==> src/rtl/key_led_pkg.sv <==
//------------------------------------------------------------------------------
// key_led_pkg : shared constants and helpers for the key/LED front end
// Rev 1.0
//------------------------------------------------------------------------------
`default_nettype none

package key_led_pkg;

  localparam logic MODE_FOLLOW = 1'b0;
  localparam logic MODE_TOGGLE = 1'b1;

  function automatic int db_width(input int cycles);
    return $clog2(cycles + 1);
  endfunction

endpackage

`default_nettype wire

==> src/rtl/key_debounce.sv <==
//------------------------------------------------------------------------------
// key_debounce : one key channel - synchroniser, debounce, press-edge detect
// Rev 1.0
//------------------------------------------------------------------------------
`default_nettype none

module key_debounce
  import key_led_pkg::*;
#(
  parameter int DB_CYCLES      = 1_000_000,
  parameter bit KEY_ACTIVE_LOW = 1'b1
) (
  input  logic sysclk,
  input  logic rst_n,
  input  logic key,
  output logic level,
  output logic press
);

  localparam int              c_cnt_w    = db_width(DB_CYCLES);
  localparam logic [c_cnt_w-1:0] c_last  = c_cnt_w'(DB_CYCLES - 1);
  localparam logic            c_released = KEY_ACTIVE_LOW ? 1'b1 : 1'b0;

  logic [1:0]         r_sync;
  logic [c_cnt_w-1:0] r_cnt;
  logic               r_level;
  logic               r_level_d;
  logic               r_press;
  logic               w_norm;

  // XOR with the released level maps the pin to "1 = pressed" for either polarity
  assign w_norm = r_sync[1] ^ c_released;

  always_ff @(posedge sysclk or negedge rst_n) begin
    if (!rst_n) begin
      r_sync <= {2{c_released}};
    end else begin
      r_sync <= {r_sync[0], key};
    end
  end

  // Acceptance happens on the cycle the count would reach DB_CYCLES, so the
  // counter never exceeds DB_CYCLES-1 and cannot wrap.
  always_ff @(posedge sysclk or negedge rst_n) begin
    if (!rst_n) begin
      r_cnt   <= '0;
      r_level <= 1'b0;
    end else if (w_norm == r_level) begin
      r_cnt   <= '0;
    end else if (r_cnt == c_last) begin
      r_cnt   <= '0;
      r_level <= w_norm;
    end else begin
      r_cnt   <= r_cnt + c_cnt_w'(1);
    end
  end

  always_ff @(posedge sysclk or negedge rst_n) begin
    if (!rst_n) begin
      r_level_d <= 1'b0;
      r_press   <= 1'b0;
    end else begin
      r_level_d <= r_level;
      r_press   <= r_level & ~r_level_d;
    end
  end

  assign level = r_level;
  assign press = r_press;

endmodule

`default_nettype wire

==> src/rtl/key_led_ctrl.sv <==
//------------------------------------------------------------------------------
// key_led_ctrl : multi-channel debounced keys driving follow/toggle LEDs
// Rev 1.0
//------------------------------------------------------------------------------
`default_nettype none

module key_led_ctrl
  import key_led_pkg::*;
#(
  parameter int              N_CH           = 2,
  parameter int              DB_CYCLES      = 1_000_000,
  parameter bit              KEY_ACTIVE_LOW = 1'b1,
  parameter logic [N_CH-1:0] TOGGLE_MASK    = '0
) (
  input  logic            sysclk,
  input  logic            rst_n,
  input  logic [N_CH-1:0] key,
  output logic [N_CH-1:0] led,
  output logic [N_CH-1:0] key_level,
  output logic [N_CH-1:0] key_press
);

  for (genvar i = 0; i < N_CH; i++) begin : g_ch
    logic r_led;

    key_debounce #(
      .DB_CYCLES      (DB_CYCLES),
      .KEY_ACTIVE_LOW (KEY_ACTIVE_LOW)
    ) u_debounce (
      .sysclk (sysclk),
      .rst_n  (rst_n),
      .key    (key[i]),
      .level  (key_level[i]),
      .press  (key_press[i])
    );

    if (TOGGLE_MASK[i] == MODE_TOGGLE) begin : g_toggle
      always_ff @(posedge sysclk or negedge rst_n) begin
        if (!rst_n) begin
          r_led <= 1'b0;
        end else begin
          r_led <= r_led ^ key_press[i];
        end
      end
    end else begin : g_follow
      always_ff @(posedge sysclk or negedge rst_n) begin
        if (!rst_n) begin
          r_led <= 1'b0;
        end else begin
          r_led <= key_level[i];
        end
      end
    end

    assign led[i] = r_led;
  end

endmodule

`default_nettype wire

==> config.mk <==
export PLATFORM = sky130hd
export DESIGN_NAME = key_led_ctrl
export DESIGN_NICKNAME = d
export VERILOG_FILES = /design/src/rtl/key_led_pkg.sv /design/src/rtl/key_debounce.sv /design/src/rtl/key_led_ctrl.sv
export SDC_FILE = /design/constraint.sdc
export NUM_CORES = 1
export LEC_CHECK = 0
export CORE_ASPECT_RATIO = 2
export CORE_UTILIZATION = 64
export DETAILED_ROUTE_END_ITERATION = 8
export PLACE_DENSITY = 0.94
export SKIP_CTS_REPAIR_TIMING = 1
export SLEW_MARGIN = 25
export SYNTH_ARGS = -nofsm -noshare
export SYNTH_HDL_FRONTEND = slang
export SYNTH_SLANG_ARGS = --single-unit
export TNS_END_PERCENT = 5
==> constraint.sdc <==
create_clock -name sysclk -period 2.9 [get_ports sysclk]
set_input_delay 0.58 -clock sysclk [delete_from_list [all_inputs] [get_ports sysclk]]
set_output_delay 0.58 -clock sysclk [all_outputs]
set_load 0.01 [all_outputs]
==> qor.yml, run 1 <==
status: "finished, final reports clean"
port-buffer-count: 9
power_leakage_nw: 1.038
mostFrequentLayoutCell: "dfrtp_1"
r2r_start: "g_ch[0].u_debounce.r_cnt[0]"
ys_seq_elements: 50
relSlewSlack_pct: 60.83
vias: 1789
synth_ff_type: "dfrtp_1"
crit_type: "flip-flop to flip-flop"
r2r_end: "g_ch[0].u_debounce.r_cnt[18]"
cts_root_buf: "clkbuf_8"
cts_htree_levels: 2
whs_ps: 269.9
vias_per_cell: 6.190
final_net_count: 246
core_mm2: 0.003453
fillers: 238
synthCells: 234
fp.dieW_um: 45.01
cp_slowest_stage_delay_ps: 500
drc: 0
post-route-period-util_pct: 69.55
syn_avg_cell_area_um2: 10.12
path_depth: 5
post_drt_wl_per_cell_um: 17.00
ir_drop_uv: 541.7
clk_pin_slew_ps: 90
setup.worst_path.start: "g_ch[0].u_debounce.r_cnt[0]"
grt_pass1_vias: 1858
cp_top_family: "simple AND/OR/NAND/NOR gates"
hold_class: "input port to async pin"
antenna_cells: 0
grt_antenna_before_repair: 0
worstMarginPinSlew_ps: 587.6
final-hold-violation-count: 0
fin_tns_setup_ps: 0
rows: 30
drv_cap: 0
cts_buffers: 5
design.die.area_mm2: 0.003961
grt_pass1_wl_um: 8052
synth-seq-area-share_pct: 53.07
critPathBufInv: 0
crit_required_ps: 3130
netlist_area_mm2: 0.002367
slowest_stage: "nor4_1"
skew_ps: 13.57
setup_viol: 0
report.final.slew_viol_count: 0
grtUsageTotal_pct: 28.74
die_h_um: 88.01
clock-sinks: 50
fmax_mhz: 495.8
worstPathCellList: "ha_1 -> nand4_1 -> nor4_1 -> or3b_1 -> a21oi_1"
critPathCaptureType: "flip-flop"
gp_congestion: 0.8558
ys_types: 33
synth_nets: 240
first_pass_iters: 4
syn2layout_area_growth_pct: 9.408
layout-drive-gt1-share_pct: 7.469
globalRouteOverflowTotal: 0
dp_hpwl_um: 3325
rr_worst_depth: 5
drt_first_iter_violations: 49
worstSkewPairLatency_ps: 310
synth_edf_count: 0
start_util_pct: 68.55
rsz0062_at_grt: "false"
synth_async_sr_flop_share_pct: 100.0
worstSetupStartpointType: "flip-flop"
cts_tree: "built"
yosys_warnings: 0
power_density_mw_per_mm2: 493.4
clk_path_buf_depth: 2
rrSetupSlack_ps: 880
crit_fanout: 6
cp.arrival_ps: 2240
postLayoutCoreUtil_pct: 75.00
grt_max_degree: 50
mostFrequentLayoutCells: "dfrtp_1 (46), nor2_1 (33), xnor2_1 (17)"
worstSetupEndpoint: "g_ch[0].u_debounce.r_cnt[18]"
io-pin-count: 10
antenna_left: 0
wl_um: 4912
min_period_ps: 2017
==> Yosys cell counts (7+ instances only) <==
library cell	instances	share of area, %
dfrtp_1	46	49
nor2_1	33	5.2
xnor2_1	17	6.3
nand3_1	16	3.4
xor2_1	12	4.4
nand2_1	11	1.7
nand4_1	10	2.6
a21oi_1	9	1.9
nor4_1	8	2.1
or3_1	7	1.8
==> cells by family after synthesis <==
kind of cell | Yosys count | share of synthesized area (%)
AND/OR/NAND/NOR | 111 | 25.21
buffers and inverters | 19 | 4.069
adder cells (fa/ha/maj) | 2 | 1.057
flip-flops | 50 | 53.07
multiplexers | 1 | 0.4228
XOR/XNOR | 29 | 10.73
AO/OA/AOI/OAI | 22 | 5.444
==> final cells by class <==
| cell class | count | area [um2] | area share, % |
|---|---|---|---|
| clock inverter | 2 | 38.79 | 1.498 |
| sequential | 50 | 1256 | 48.50 |
| timing repair buffer | 12 | 110.1 | 4.251 |
| inverter | 6 | 22.52 | 0.8696 |
| tap | 48 | 60.06 | 2.319 |
| clock buffer | 6 | 82.58 | 3.188 |
| multi-input combinational | 165 | 1020 | 39.37 |
==> how the worst min path moves through the flow <==
stage,startpoint,endpoint,cells after the start
6_report,rst_n,g_ch[1].u_debounce.r_cnt[10],1
5_1_grt,rst_n,g_ch[1].u_debounce.r_cnt[12],1
4_1_cts,g_ch[1].u_debounce.r_sync[0],g_ch[1].u_debounce.r_sync[1],0
3_5_place_dp,g_ch[1].u_debounce.r_sync[0],g_ch[1].u_debounce.r_sync[1],0
3_3_place_gp,g_ch[1].u_debounce.r_sync[0],g_ch[1].u_debounce.r_sync[1],0
2_1_floorplan,rst_n,g_ch[0].u_debounce.level,0
==> routing by layer <==
metal	vias to the layer above	routed length [um]	track usage, %
met5	-	0	0
li1	834	-	-
met3	18	158	5.979
met1	894	1668	26.53
met4	0	197	19.28
met2	43	2888	52.57
==> per-stage QoR <==
stage / area (um2) / worst slack [ps] / instances / total power, mW
2_1_floorplan: 2367 / 1182 / 234 / 0.7498
3_3_place_gp: 2466 / 1068 / 281 / 0.7737
3_5_place_dp: 2466 / 956.1 / 281 / 0.7756
4_1_cts: 2587 / 914.5 / 289 / 1.289
5_1_grt: 2590 / 745.2 / 289 / 1.327
6_report: 2590 / 883.0 / 289 / 1.278
==> sequential cells by signal, summed over array words and instances, names as in the netlist <==
signal,count
g_ch.u_debounce.r_cnt,40
g_ch.u_debounce.level,2
g_ch.u_debounce.r_sync,4
g_ch.u_debounce.r_level_d,2
g_ch.u_debounce.press,2
==> where the power goes <==
group          internal [mW]  switching, mW
sequential             0.708         0.0108
combinational         0.0139         0.0296
clock                  0.284          0.232
(Power assumes the default switching activity.)
==> run 2: changes to the inputs <==
--- a/config.mk
+++ b/config.mk
@@ -6,9 +6,9 @@
 export NUM_CORES = 1
 export LEC_CHECK = 0
 export CORE_ASPECT_RATIO = 2
-export CORE_UTILIZATION = 64
+export CORE_UTILIZATION = 54
 export DETAILED_ROUTE_END_ITERATION = 8
-export PLACE_DENSITY = 0.94
+export PLACE_DENSITY = 0.86
 export SKIP_CTS_REPAIR_TIMING = 1
 export SLEW_MARGIN = 25
 export SYNTH_ARGS = -nofsm -noshare
==> constraint.sdc (replaced) <==
create_clock -name sysclk -period 1.65 [get_ports sysclk]
set_input_delay 0.33 -clock sysclk [delete_from_list [all_inputs] [get_ports sysclk]]
set_output_delay 0.33 -clock sysclk [all_outputs]
set_load 0.01 [all_outputs]
==> qor.yml, run 2 (synthesis results as in run 1) <==
clk_path_buf_depth: 2  # unchanged
dp_hpwl_um: 3994  # +20%
relSlewSlack_pct: 66.20  # +5.4 points
crit_fanout: 6  # unchanged
worstSetupStartpointType: "flip-flop"
worstMarginPinSlew_ps: 503.3  # -84.20 ps
fmax_mhz: 576.9  # +16%
rsz0062_at_grt: "true"
worstSkewPairLatency_ps: 310  # about the same
postLayoutCoreUtil_pct: 73.52  # -1.5 points
instances_no_fill: 332  # +15%
gp_congestion: 0.8494  # -0.75%
io-pin-count: 10  # unchanged
grt_pass1_wl_um: 8942  # +11%
min_period_ps: 1733  # -283.7 ps
design.die.area_mm2: 0.004668  # +18%
place_area_mm2: 0.002693  # +9.2%
final_area_mm2: 0.003035  # +17%
report.final.slew_viol_count: 0  # unchanged
crit_required_ps: 1830  # -1300 ps
final-hold-violation-count: 0  # unchanged
vias_per_cell: 6.241  # +0.82%
status: "complete, but fails checks"
largest_register: "g_ch.u_debounce.r_cnt"
grtUsageTotal_pct: 25.76  # -3.0 points
die_h_um: 95.64  # +8.7%
grt_antenna_before_repair: 0  # unchanged
antenna_left: 0  # unchanged
largest_reg_flops: 40  # unchanged
skew_ps: 5.722  # -7.846 ps
rows: 33  # +10%
totalPowerFinal_mw: 2.125  # +66%
mostFrequentLayoutCells: "dfrtp_1 (40), buf_4 (34), nor2_1 (28)"
power_density_mw_per_mm2: 700.1  # +42%
crit_type: "flip-flop to flip-flop"
syn2layout_area_growth_pct: 28.22
grt_max_degree: 33  # -34%
cts_root_buf: "clkbuf_8"
dp.cells: 312  # +11%
cts_buffers: 5  # unchanged
mostFrequentLayoutCell: "dfrtp_1"
ir_drop_uv: 880.0  # +62%
setup.worst_path.start: "g_ch[1].u_debounce.r_cnt[6]"
drv_cap: 0  # unchanged
reg_top3: "g_ch.u_debounce.r_cnt x40, g_ch.u_debounce.r_sync x4"
cp.arrival_ps: 1920  # -320 ps
final_net_count: 285  # +16%
drt_first_iter_violations: 70  # +43%
power_leakage_nw: 1.274  # +23%
first_pass_iters: 4  # unchanged
cts_tree: "built"
core_mm2: 0.004129  # +20%
setup_viol: 24  # +24
r2r_start: "g_ch[1].u_debounce.r_cnt[6]"
wl_um: 6530  # +33%
hold_start: "g_ch[0].u_debounce.r_sync[0]"
layout-drive-gt1-share_pct: 29.29  # +22 points
clock-sinks: 50  # unchanged
start_util_pct: 57.33  # -11 points
cts_htree_levels: 2  # unchanged
critPathCaptureType: "flip-flop"
vias: 2072  # +16%
hold_class: "flip-flop to flip-flop"
globalRouteOverflowTotal: 0  # unchanged
antenna_cells: 0  # unchanged
port-buffer-count: 9  # unchanged
violations: "setup timing"
clk_pin_slew_ps: 90  # about the same
fp.dieW_um: 48.82  # +8.5%
grt_pass1_vias: 1962  # +5.6%
fillers: 268  # +13%
post_drt_wl_per_cell_um: 19.67  # +16%
drc: 0  # unchanged
post-route-period-util_pct: 105.0  # +35 points
setup_slack_ps: -83.28  # -966.3 ps
[run 2: cell count changes in the layout (fill, tap and decap cells not counted), moves of 5 or more]
cell / delta
dfrtp_1: -6
nor2_1: -5
dfrtp_2: +6
buf_6: +6
buf_4: +30
[run 2: critical path, cell delays in order, from the launching register on]
cell	delay, ps
dfrtp_1	410
buf_6	150
nor4_4	240
nand2_2	130
o31ai_4	330
buf_6	170
buf_6	120
a21oi_1	50
[run 2: final timing paths]
kind                                                 to  slack [ps]  depth (start not counted)
max reg2reg                g_ch[1].u_debounce.r_cnt[19]         -80                          7
min                        g_ch[0].u_debounce.r_sync[1]         360                          0
min in group asynchronous  g_ch[1].u_debounce.r_cnt[17]         500                          2
min reg2reg                g_ch[0].u_debounce.r_sync[1]         360                          0
max                        g_ch[1].u_debounce.r_cnt[19]         -80                          7
max in group asynchronous  g_ch[0].u_debounce.r_sync[1]         560                          3
[run 2: final cells by class]
| type | instances | area (um2) | share of cell area, % |
|---|---|---|---|
| Clock buffer | 6 | 82.58 | 2.721 |
| Inverter | 6 | 22.52 | 0.7420 |
| Timing Repair Buffer | 51 | 440.4 | 14.51 |
| Sequential cell | 50 | 1264 | 41.63 |
| Tap cell | 52 | 65.06 | 2.143 |
| Clock inverter | 2 | 12.51 | 0.4122 |
| Multi-Input combinational cell | 165 | 1149 | 37.84 |
[run 2: layer usage]
| layer | track usage, % | up-vias | share of wire [%] |
|---|---|---|---|
| met1 | 24.40 | 1041 | 33 |
| met2 | 51.39 | 80 | 58 |
| li1 | - | 915 | - |
| met5 | 0 | - | 0 |
| met4 | 14.46 | 0 | 5.7 |
| met3 | 3.349 | 36 | 3.6 |
[run 2: report_power, final]
| part | switching [mW] | internal [mW] | leakage (nW) |
|---|---|---|---|
| combinational | 0.0719 | 0.0492 | 0.557 |
| clock | 0.404 | 0.337 | 0.0472 |
| sequential | 0.0175 | 1.25 | 0.670 |
| total | 0.493 | 1.63 | 1.27 |
[run 2: metrics by stage]
| stage | setup slack, ps | TNS (ps) | hold WS [ps] |
|---|---|---|---|
| finish | -83.28 | -932.6 | 360.1 |
| CTS | -67.88 | -114.2 | -25.77 |
| detailed placement | -48.18 | -60.18 | 301.9 |
| floorplan | -33.56 | -33.56 | 34.41 |
| global placement | 49.26 | 0 | 298.2 |
| global route | -142.8 | -2281 | 363.0 |
==> run 3: changes to the inputs <==
--- a/config.mk
+++ b/config.mk
@@ -7,6 +7,7 @@
 export LEC_CHECK = 0
 export CORE_ASPECT_RATIO = 2
 export CORE_UTILIZATION = 54
+export CTS_CLUSTER_DIAMETER = 100
 export DETAILED_ROUTE_END_ITERATION = 8
 export PLACE_DENSITY = 0.86
 export SKIP_CTS_REPAIR_TIMING = 1
==> results of run 3 <==
No change in the layout: final DEF, timing and power equal those of run 2.
